$ cat src/rtl/alu_bus_arbiter_if.sv
// Request/grant bundle between the requesters, the 16:1 mux consumer and the arbiter.
// master drives requests and done; slave is the arbiter side.
interface alu_bus_arbiter_if;
  logic [15:0] req;
  logic        done;
  logic [3:0]  sel;
  logic [15:0] grant;
  logic        valid;
  logic        timeout;
  logic [7:0]  xfer_cnt;

  modport master (
    output req, done,
    input  sel, grant, valid, timeout, xfer_cnt
  );

  modport slave (
    input  req, done,
    output sel, grant, valid, timeout, xfer_cnt
  );
endinterface

$ cat src/rtl/alu_bus_arbiter.sv
// Round-robin arbiter for a 16:1 bus mux with a bounded hold time per grant.
// All outputs are registered; the search pointer advances past the last owner on every release.
module alu_bus_arbiter #(
  parameter int MAX_HOLD = 8
) (
  input logic              clk,
  input logic              rst,
  alu_bus_arbiter_if.slave bus
);

  typedef enum logic {IDLE, GRANT} state_t;

  state_t      state_reg, state_next;
  logic [3:0]  ptr_reg, ptr_next;
  logic [3:0]  sel_reg, sel_next;
  logic [15:0] grant_reg, grant_next;
  logic        valid_reg, valid_next;
  logic        timeout_reg, timeout_next;
  logic [7:0]  xfer_cnt_reg, xfer_cnt_next;
  logic [7:0]  hold_reg, hold_next;

  logic [31:0] req_dbl;
  logic [15:0] req_rot;
  logic [3:0]  pick_offset;
  logic [3:0]  pick;
  logic [15:0] pick_onehot;
  logic [3:0]  sel_inc;

  // Rotating the request vector so bit 0 corresponds to ptr turns the wrapped search into a plain priority encode.
  assign req_dbl = {bus.req, bus.req};

  generate
    for (genvar gi = 0; gi < 16; gi++) begin : g_rot
      logic [4:0] idx;
      assign idx         = 5'(gi) + {1'b0, ptr_reg};
      assign req_rot[gi] = req_dbl[idx];
    end
  endgenerate

  always_comb begin
    pick_offset = 4'd0;
    for (int i = 15; i >= 0; i--) begin
      if (req_rot[i]) pick_offset = 4'(i);
    end
  end

  assign pick    = ptr_reg + pick_offset;
  assign sel_inc = sel_reg + 4'd1;

  generate
    for (genvar gi = 0; gi < 16; gi++) begin : g_onehot
      assign pick_onehot[gi] = (pick == 4'(gi));
    end
  endgenerate

  always_ff @(posedge clk) begin
    if (rst) begin
      state_reg    <= IDLE;
      ptr_reg      <= 4'd0;
      sel_reg      <= 4'd0;
      grant_reg    <= 16'h0000;
      valid_reg    <= 1'b0;
      timeout_reg  <= 1'b0;
      xfer_cnt_reg <= 8'd0;
      hold_reg     <= 8'd0;
    end else begin
      state_reg    <= state_next;
      ptr_reg      <= ptr_next;
      sel_reg      <= sel_next;
      grant_reg    <= grant_next;
      valid_reg    <= valid_next;
      timeout_reg  <= timeout_next;
      xfer_cnt_reg <= xfer_cnt_next;
      hold_reg     <= hold_next;
    end
  end

  always_comb begin
    state_next    = state_reg;
    ptr_next      = ptr_reg;
    sel_next      = sel_reg;
    grant_next    = grant_reg;
    valid_next    = valid_reg;
    timeout_next  = 1'b0;
    xfer_cnt_next = xfer_cnt_reg;
    hold_next     = hold_reg;

    case (state_reg)
      IDLE: begin
        grant_next = 16'h0000;
        valid_next = 1'b0;
        hold_next  = 8'd0;
        if (bus.req != 16'h0000) begin
          state_next = GRANT;
          sel_next   = pick;
          grant_next = pick_onehot;
          valid_next = 1'b1;
        end
      end
      GRANT: begin
        hold_next = hold_reg + 8'd1;
        // Exit order encodes the priority: a completed transfer beats an abort, which beats a forced revoke.
        if (bus.done || !bus.req[sel_reg] || (hold_reg == 8'(MAX_HOLD - 1))) begin
          state_next = IDLE;
          ptr_next   = sel_inc;
          grant_next = 16'h0000;
          valid_next = 1'b0;
          hold_next  = 8'd0;
          if (bus.done) begin
            if (xfer_cnt_reg != 8'hFF) xfer_cnt_next = xfer_cnt_reg + 8'd1;
          end else if (bus.req[sel_reg]) begin
            timeout_next = 1'b1;
          end
        end
      end
      default: begin
        state_next = IDLE;
        grant_next = 16'h0000;
        valid_next = 1'b0;
      end
    endcase
  end

  assign bus.sel      = sel_reg;
  assign bus.grant    = grant_reg;
  assign bus.valid    = valid_reg;
  assign bus.timeout  = timeout_reg;
  assign bus.xfer_cnt = xfer_cnt_reg;

endmodule

$ cat src/flat_wrapper.sv
// flat-port wrapper written by rule: the top's interface ports become plain ports
module alu_bus_arbiter_flat 
#(
  parameter int MAX_HOLD = 8
)
  (clk, rst, bus_req, bus_done, bus_sel, bus_grant, bus_valid, bus_timeout, bus_xfer_cnt);
  alu_bus_arbiter_if bus_i ();
  input logic clk;
  input logic rst;
  input wire logic [$bits(bus_i.req)-1:0] bus_req;
  input wire logic [$bits(bus_i.done)-1:0] bus_done;
  output wire logic [$bits(bus_i.sel)-1:0] bus_sel;
  output wire logic [$bits(bus_i.grant)-1:0] bus_grant;
  output wire logic [$bits(bus_i.valid)-1:0] bus_valid;
  output wire logic [$bits(bus_i.timeout)-1:0] bus_timeout;
  output wire logic [$bits(bus_i.xfer_cnt)-1:0] bus_xfer_cnt;
  assign bus_i.req = bus_req;
  assign bus_i.done = bus_done;
  assign bus_sel = bus_i.sel;
  assign bus_grant = bus_i.grant;
  assign bus_valid = bus_i.valid;
  assign bus_timeout = bus_i.timeout;
  assign bus_xfer_cnt = bus_i.xfer_cnt;
  alu_bus_arbiter #(.MAX_HOLD(MAX_HOLD)) u_core (.clk(clk), .rst(rst), .bus(bus_i));
endmodule
$ cat config.mk
export PLATFORM = sky130hd
export DESIGN_NAME = alu_bus_arbiter_flat
export DESIGN_NICKNAME = d
export VERILOG_FILES = /design/src/rtl/alu_bus_arbiter_if.sv /design/src/rtl/alu_bus_arbiter.sv /design/src/flat_wrapper.sv
export SDC_FILE = /design/constraint.sdc
export NUM_CORES = 1
export LEC_CHECK = 0
export BUFFER_PORTS_ARGS = -buffer_cell sky130_fd_sc_hd__buf_2
export CORE_MARGIN = 8
export CORE_UTILIZATION = 55
export CTS_BUF_LIST = sky130_fd_sc_hd__clkbuf_4
export CTS_CLUSTER_DIAMETER = 150
export DETAILED_ROUTE_END_ITERATION = 10
export PLACE_DENSITY = 0.74
export SYNTH_ARGS = -nofsm -noshare
export SYNTH_HDL_FRONTEND = slang
export SYNTH_SLANG_ARGS = --single-unit
$ cat constraint.sdc
create_clock -name clk -period 5.09 [get_ports clk]
set_clock_uncertainty 0.15 [all_clocks]
set_input_delay 0.7635 -clock clk [delete_from_list [all_inputs] [get_ports clk]]
set_output_delay 0.7635 -clock clk [all_outputs]
set_load 0.01 [all_outputs]
; Yosys cells after proc, flatten, opt, wreduce, memory -nomap -nowiden
; Index checks and enable logic that the tools add are counted.
[op_classes]
n_addsub = 19
order_cmp = 17
n_bitwise = 2
n_reduce_logical = 9
eq_ne = 18
muxes = 61
[op_table]
columns = op, n
row1 = "less-than comparator 5 x 6 -> 1 bit, second input constant", 15
row2 = binary-select mux 1 bit (select 5 bit), 15
row3 = 2-to-1 mux 4 bit, 16
row4 = "adder 4 x 4 -> 5 bit, first input constant", 8
row5 = "equality test 4 bit, second input constant", 8
row6 = 2-to-1 mux 16 bit, 2
row7 = one-hot mux 16 bit (2 select lines), 1
row8 = 2-to-1 mux 1 bit, 21
row9 = "adder 3 x 4 -> 5 bit, first input constant", 4
row10 = "adder 8 x 1 -> 8 bit, second input constant", 2
row11 = "equality test 4 x 3 -> 1 bit, second input constant", 4
row12 = one-hot mux 8 bit (2 select lines), 1
row13 = nonzero test 16 bit, 1
row14 = "adder 2 x 4 -> 5 bit, first input constant", 2
row15 = binary-select mux 1 bit (select 4 bit), 2
row16 = "equality test 4 x 2 -> 1 bit, second input constant", 2
row17 = "equality test 8 x 3 -> 1 bit, second input constant", 1
row18 = 2-to-1 mux 8 bit, 1
row19 = "inequality test 8 bit, second input constant", 1
row20 = "less-than comparator 4 x 6 -> 1 bit, second input constant", 1
row21 = "adder 1 x 4 -> 5 bit, first input constant", 1
row22 = "less-than comparator 4 x 5 -> 1 bit, second input constant", 1
row23 = "adder 4 x 1 -> 4 bit, second input constant", 1
row24 = adder 4 bit, 1
row25 = 10 further kinds, 14
[word_totals]
elab_cells = 134
output_inout_bits = 30
ff_bits = 43

; Depth between registers and ports, before layout
; Gate-level depths: netlist of run 1.
[depth]
ltp_word = 23
ltp_mapped = 18

; Worst setup path before layout of run 1
; OpenSTA, ideal clock, no wires.
[synth_timing]
path_type = register to register
start = reg u_core.ptr_reg[1]
end = reg u_core.grant_reg[10] (netlist: u_core.bus.grant[10])
required_ps = 4823
arrival_time_ps = 4341
period_less_slack_ps = 4608
slack_ps = 482
path_buffers = 2
path_stages_with_launch = 17
path_cell_list = dfxtp_1 -> clkbuf_1 -> inv_1 -> ha_1 -> clkbuf_1 -> mux4_2 -> mux2i_1 -> mux2i_1 -> nor4_1 -> and3b_1 -> nor2_1 -> nor2_1 -> ha_1 -> a21oi_1 -> xnor2_1 -> xor2_2 -> a32o_1
[synth_between]
elab_chain_len = 23
elab_cells_between_ends = 67
classes_between = 16 x add/sub / 1 x eq/ne / 50 x mux
[synth_lines]
columns = item, line_no
row1 = from (decl), alu_bus_arbiter.sv:14  ; logic [3:0] ptr_reg, ptr_next;
row2 = from (signal assigned), alu_bus_arbiter.sv:68  ; ptr_reg <= ptr_next;
row3 = adder 4 x 4 -> 5 bit, alu_bus_arbiter.sv:35  ; assign idx = 5'(gi) + {1'b0, ptr_reg};
row4 = binary-select mux 1 bit (select 5 bit), alu_bus_arbiter.sv:36  ; assign req_rot[gi] = req_dbl[idx];
row5 = 2-to-1 mux 1 bit (implied by the code), alu_bus_arbiter.sv:36
row6 = 2-to-1 mux 4 bit (16 in a row), alu_bus_arbiter.sv:43  ; if (req_rot[i]) pick_offset = 4'(i);
row7 = adder 4 bit *, alu_bus_arbiter.sv:47  ; assign pick = ptr_reg + pick_offset;
row8 = equality test 4 bit *, alu_bus_arbiter.sv:52  ; assign pick_onehot[gi] = (pick == 4'(gi));
row9 = 2-to-1 mux 16 bit *, alu_bus_arbiter.sv:93  ; if (bus.req != 16'h0000) begin
row10 = one-hot mux 16 bit (2 select lines) *, alu_bus_arbiter.sv:88  ; case (state_reg)
row11 = to (signal assigned), alu_bus_arbiter.sv:70  ; grant_reg <= grant_next;
row12 = to (decl), alu_bus_arbiter.sv:16  ; logic [15:0] grant_reg, grant_next;
; Every way passes the cells marked *; elsewhere a longest branch is shown, timed or not. The select of a mux whose other input is x is not followed.
; A chain may end at the register's enable or synchronous reset.

; Worst setup path in the final report of run 1
[layout_timing]
start = reg u_core.ptr_reg[0]
end = reg u_core.grant_reg[4] (netlist: u_core.bus.grant[4])
[layout_between]
elab_chain_len = 23
elab_cells_between_ends = 67
classes_between = 16 x add/sub / 1 x eq/ne / 50 x mux
[layout_lines]
columns = item, line_no
row1 = adder 4 x 4 -> 5 bit, alu_bus_arbiter.sv:35
row2 = binary-select mux 1 bit (select 5 bit), alu_bus_arbiter.sv:36
row3 = 2-to-1 mux 1 bit (implied by the code), alu_bus_arbiter.sv:36
row4 = 2-to-1 mux 4 bit (16 in a row), alu_bus_arbiter.sv:43
row5 = adder 4 bit *, alu_bus_arbiter.sv:47
row6 = equality test 4 x 3 -> 1 bit *, alu_bus_arbiter.sv:52
row7 = 2-to-1 mux 16 bit *, alu_bus_arbiter.sv:93
row8 = one-hot mux 16 bit (2 select lines) *, alu_bus_arbiter.sv:88
; Marks and branches as above.

==> impl_metrics.tcl, run 1 <==
set metrics [dict create \
    numPortBuffers 48 \
    synth_most_common_cell "dfxtp_1" \
    startpoint_type "flop" \
    cts_resized 0 \
    io_pins 49 \
    antenna_found_initial 0 \
    cts_buffers 5 \
    min_path_type "flop to flop" \
    drv_cap 0 \
    tightestPinTransition_ns 1.09 \
    finalSetupTns_ns 0 \
    yosys.area.top_type "dfxtp_1" \
    leakage_nw 1.43 \
    die_h_um 90.6 \
    grt_pass1_vias 2449 \
    yosysTopAreaCellShare_pct 28.2 \
    initial_core_util_pct 56.2 \
    htreeDepth 2 \
    ys.flop_type "dfxtp_1" \
    hold_viol 0 \
    synth.distinct_cells 49 \
    grt_max_degree 21 \
    drive_gt1_share_pct 27.4 \
    first_pass_iters 4 \
    grt_pass1_wl_um 12000 \
    ant_nets 0 \
    worst_skew_pair.late_latency_ns 0.35 \
    cts_tree "yes" \
    synth.avg_cell_area_um2 10.9 \
    synth_area_leaders "dfxtp_1, mux4_2, mux4_1" \
    p_total_mw 1.58 \
    design.core.area_um2 5440 \
    yosysWarnings 0 \
    layout.nets 365 \
    finalSetupViolations 0 \
    wl_per_cell_um 17.4 \
    powerDensity_nw_per_um2 458 \
    hpwl_um 5390 \
    clk_path_buf_depth 2 \
    synth-edff-count 0 \
    worstPathRequired_ns 5.23 \
    finalInstanceArea_um2 3450 \
    antennaDiodeCount 0 \
    cp-end-kind "flop" \
    yosysSeqAreaShare_pct 28.2 \
    synth_commonest_cells "dfxtp_1, nor2_1, mux2i_1" \
    gp_congestion 0.830 \
    ir_drop_mv 0.210 \
    detail_route.iter0.violations 161 \
    critPathMaxFanout 11 \
    min_period_over_period_pct 88.7 \
    async_flop_share_pct 0 \
    synth_seq_cells 43 \
    fin_crit_ns 4.51 \
    max_freq_ghz 0.222 \
    critical_path_arrival_ns 4.65 \
    track_usage_pct 17.4 \
    place_area_um2 3390 \
    fp-row-count 27 \
    cts_root_buffer "clkbuf_4" \
    avgViaCountPerCell 6.18 \
    drc 0 \
    die_w_um 90.6 \
    slew_viol_final 0 \
    cts.clk_slew.worst_paths_ns 0.14 \
    syn-num-nets 315 \
    hold_ws_ns 0.303 \
    largest_reg_flops 16 \
    vias 2496 \
    rsz0062_at_grt "false" \
    grt_overflow_total 0 \
    holdBufCountCts 0 \
    postRouteWirelength_um 7030 \
    final_core_utilization_pct 63.5 \
    area_growth_pct 12.9 \
    netlist_area_um2 3060 \
    die_area_um2 8200 \
    slew_headroom_pct 27.0 \
    postCtsSetupRepairBufs 0 \
    crit_type "flop to flop" \
    status "finished, final reports clean" \
    synthCells 281 \
    cts_sinks 43 \
]
power by group:
part           internal [mW]  switching (mW)  leakage [nW]  total, mW
Clock                 0.0554           0.117        0.0278      0.173
Sequential             0.378          0.0506         0.349      0.429
Combinational          0.448           0.531          1.06      0.979
final cells by class:
cell class | count | area (µm²)
tap | 72 | 90.1
clock buffer | 5 | 37.5
timing repair buffer | 55 | 293
clock inverter | 3 | 23.8
sequential | 43 | 861
inverter | 7 | 26.3
multi-input combinational | 219 | 2120
fill | 456 | 1990
metal layers:
metal	vias to the layer above	global-route usage, %	wire [µm]	part of all wire [%]
met5	-	0	0	0
met4	0	4.02	53	0.75
met3	8	3.66	326	4.6
met2	75	28.8	3530	50
met1	1231	22.6	3120	44
li1	1182	-	-	-
cells in the final DEF, fill, tap and decap left out, drive strengths merged, types with 2 or more instances in the layout:
cell type,Yosys,layout
nor2b,3,3
nor4,5,5
a41oi,2,2
a211oi,4,4
nand4,3,3
a32o,16,16
nor2,35,35
and3,2,2
or4b,2,2
dfxtp,43,43
and2,3,3
nand2b,3,3
nand2,10,10
inv,7,8
a311oi,2,2
buf,2,55
o21a,2,2
mux2i,21,21
xnor2,15,15
a21oi,8,8
mux4,27,27
mux2,3,3
nor3,4,4
clkbuf,10,5
clkinvlp,0,2
xor2,11,11
nand3,5,5
or3,2,2
o21ai,3,3
ha,14,14
a21o,3,3
worst paths after layout:
path                            cells past startpoint                  end               from  slack (ns)
worst min register to register                      2     u_core.bus.valid   u_core.bus.valid        0.30
worst max-delay path                               13  u_core.bus.grant[4]  u_core.ptr_reg[0]        0.58
worst max register to register                     13  u_core.bus.grant[4]  u_core.ptr_reg[0]        0.58
worst min-delay path                                2     u_core.bus.valid   u_core.bus.valid        0.30
critical path, stage by stage (launching register included):
cell and delay (ns):
dfxtp_1 0.42, buf_4 0.24, mux4_1 0.64, mux4_2 0.52, or2b_1 0.16, or4b_1 0.43, o21a_1 0.19, a41oi_1 0.16
ha_1 0.19, inv_1 0.05, fa_1 0.37, xnor2_1 0.37, nor2b_1 0.36, a32o_1 0.21
kinds of logic after synthesis:
logic type      share of synthesized area (%)
mux                                      29.0
buf+inv                                  2.62
xor+xnor                                 7.94
fa+ha+maj                                6.39
flops                                    28.2
simple gates                             13.5
compound gates                           12.4
per-stage QoR:
stage	cells	worst slack [ns]
after CTS	404	0.553
after global routing	404	0.0769
final	404	0.578
after detailed placement	396	0.403
after floorplan	281	0.482
after global placement	396	0.522
(Power assumes the default switching activity.)
==> inputs of run 2 (changes only) <==
--- a/config.mk
+++ b/config.mk
@@ -5,13 +5,14 @@
 export SDC_FILE = /design/constraint.sdc
 export NUM_CORES = 1
 export LEC_CHECK = 0
+export ABC_CLOCK_PERIOD_IN_PS = 5090
 export BUFFER_PORTS_ARGS = -buffer_cell sky130_fd_sc_hd__buf_2
 export CORE_MARGIN = 8
 export CORE_UTILIZATION = 55
 export CTS_BUF_LIST = sky130_fd_sc_hd__clkbuf_4
 export CTS_CLUSTER_DIAMETER = 150
 export DETAILED_ROUTE_END_ITERATION = 10
-export PLACE_DENSITY = 0.74
+export PLACE_DENSITY = 0.8
 export SYNTH_ARGS = -nofsm -noshare
 export SYNTH_HDL_FRONTEND = slang
 export SYNTH_SLANG_ARGS = --single-unit
==> run 2 against run 1 <==
  * Via count is 0.92% lower
  * Register-to-register slack worse by 0.04 ns
  * Highest routed layer unchanged
  * Die area unchanged
  * Non-clock buffer count unchanged
  * Hold slack improved by 0.0058 ns
  * Critical path depth did not move
  * Utilization rose by 0.37 points
  * Combinational power up 0.5%
  * Worst setup slack got worse by 0.044 ns
==> impl_metrics.tcl, run 2 (synthesis results as in run 1) <==
set metrics [dict create \
    critPathMaxFanout 15 \
    clk_path_buf_depth 2 \
    hold_viol 0 \
    gp_congestion 0.915 \
    use_met1_pct 20.9 \
    critical_path_arrival_ns 4.72 \
    numPortBuffers 48 \
    vias 2473 \
    nFillCells 418 \
    cts.clk_slew.worst_paths_ns 0.14 \
    drv_cap 0 \
    crit_type "flop to flop" \
    cts_sinks 43 \
    layout.nets 365 \
    multiInputGateArea_um2 2120 \
    hpwl_um 5500 \
    largest_reg_flops 16 \
    layout_commonest_cell "buf_2" \
    max_freq_ghz 0.219 \
    cts_root_buffer "clkbuf_4" \
    worstPathRequired_ns 5.25 \
    regArea_um2 861 \
    met3_usage_pct 3.66 \
    fp-row-count 27 \
    postCtsSetupRepairBufs 0 \
    grt_max_degree 21 \
    cts_tree "yes" \
    avgViaCountPerCell 6.12 \
    postRouteWirelength_um 7180 \
    slew_viol_final 0 \
    rsz0062_at_grt "false" \
    ir_drop_mv 0.241 \
    min_period_over_period_pct 89.5 \
    grt_pass1_vias 2522 \
    htreeDepth 2 \
    fin_crit_ns 4.56 \
    die_h_um 90.6 \
    final_cell_mix "buf_2, dfxtp_1, nor2_1, mux2i_1, mux4_2" \
    p_total_mw 1.63 \
    slew_headroom_pct 31.1 \
    min_path_type "flop to flop" \
    grt_util_met2_pct 31.8 \
    antennaDiodeCount 0 \
    status "finished, final reports clean" \
    die_area_um2 8200 \
    wl_per_cell_um 17.8 \
    startpoint_type "flop" \
    finalSetupViolations 0 \
    busiest_layer "met2" \
    area_growth_pct 13.6 \
    cts_resized 0 \
    drc 0 \
    first_pass_iters 4 \
    detail_route.iter0.violations 150 \
    ant_nets 0 \
    grt_pass1_wl_um 12200 \
    finalSetupTns_ns 0 \
    worst_skew_pair.late_latency_ns 0.36 \
    antenna_found_initial 0 \
    tightestPinTransition_ns 1.03 \
    initial_core_util_pct 56.2 \
    io_pins 49 \
    cts_buffers 5 \
    drive_gt1_share_pct 27.4 \
    holdBufCountCts 0 \
    cp-end-kind "flop" \
    grt_overflow_total 0 \
    die_w_um 90.6 \
    design.core.area_um2 5440 \
    powerDensity_nw_per_um2 470 \
    track_usage_pct 17.8 \
    final_core_utilization_pct 63.8 \
    leakage_nw 1.45 \
]
## run 2: cell type report
cell class / count / area share (%)
multi-input cells: 219 / 61.1
flip-flops and latches: 43 / 24.8
repair buffers: 55 / 8.43
well taps: 72 / 2.59
clock inverters: 3 / 1.26
clock buffers: 5 / 1.08
inverters: 7 / 0.757
## run 2: final timing paths
kind	startpoint	slack, ns	end	cells past startpoint
min reg2reg	u_core.bus.valid	0.31	u_core.bus.valid	2
max	u_core.ptr_reg[0]	0.53	u_core.bus.grant[14]	13
min	u_core.bus.valid	0.31	u_core.bus.valid	2
max reg2reg	u_core.ptr_reg[0]	0.53	u_core.bus.grant[14]	13
## run 2: report_power, final
group          switching (mW)  internal, mW
registers              0.0498         0.378
logic                   0.536         0.448
clock network           0.115         0.103
total                   0.701         0.930
## run 2: metal layers
metal | vias up | wire, µm
met5 | - | 0
met4 | 0 | 91
met3 | 9 | 263
met2 | 54 | 3810
met1 | 1225 | 3010
li1 | 1185 | -
## run 2: through the flow
step	instance area, µm²	instances	hold WS [ns]	worst slack [ns]
detailed placement	3390	396	0.295	0.493
finish	3470	404	0.309	0.533
global placement	3390	396	0.282	0.594
global route	3470	404	0.332	0.271
CTS	3470	404	0.315	0.534
floorplan	3060	281	0.268	0.482
## run 2: critical path, cell delays in order (launching register included)
cell and delay [ns]:
dfxtp_1 0.42, buf_4 0.27, mux4_1 0.65, mux4_2 0.53, or2b_1 0.17, or4b_1 0.43, o21a_1 0.19, a41oi_1 0.16
ha_1 0.20, inv_1 0.06, fa_1 0.37, xnor2_1 0.38, nor2b_1 0.32, a32o_1 0.21
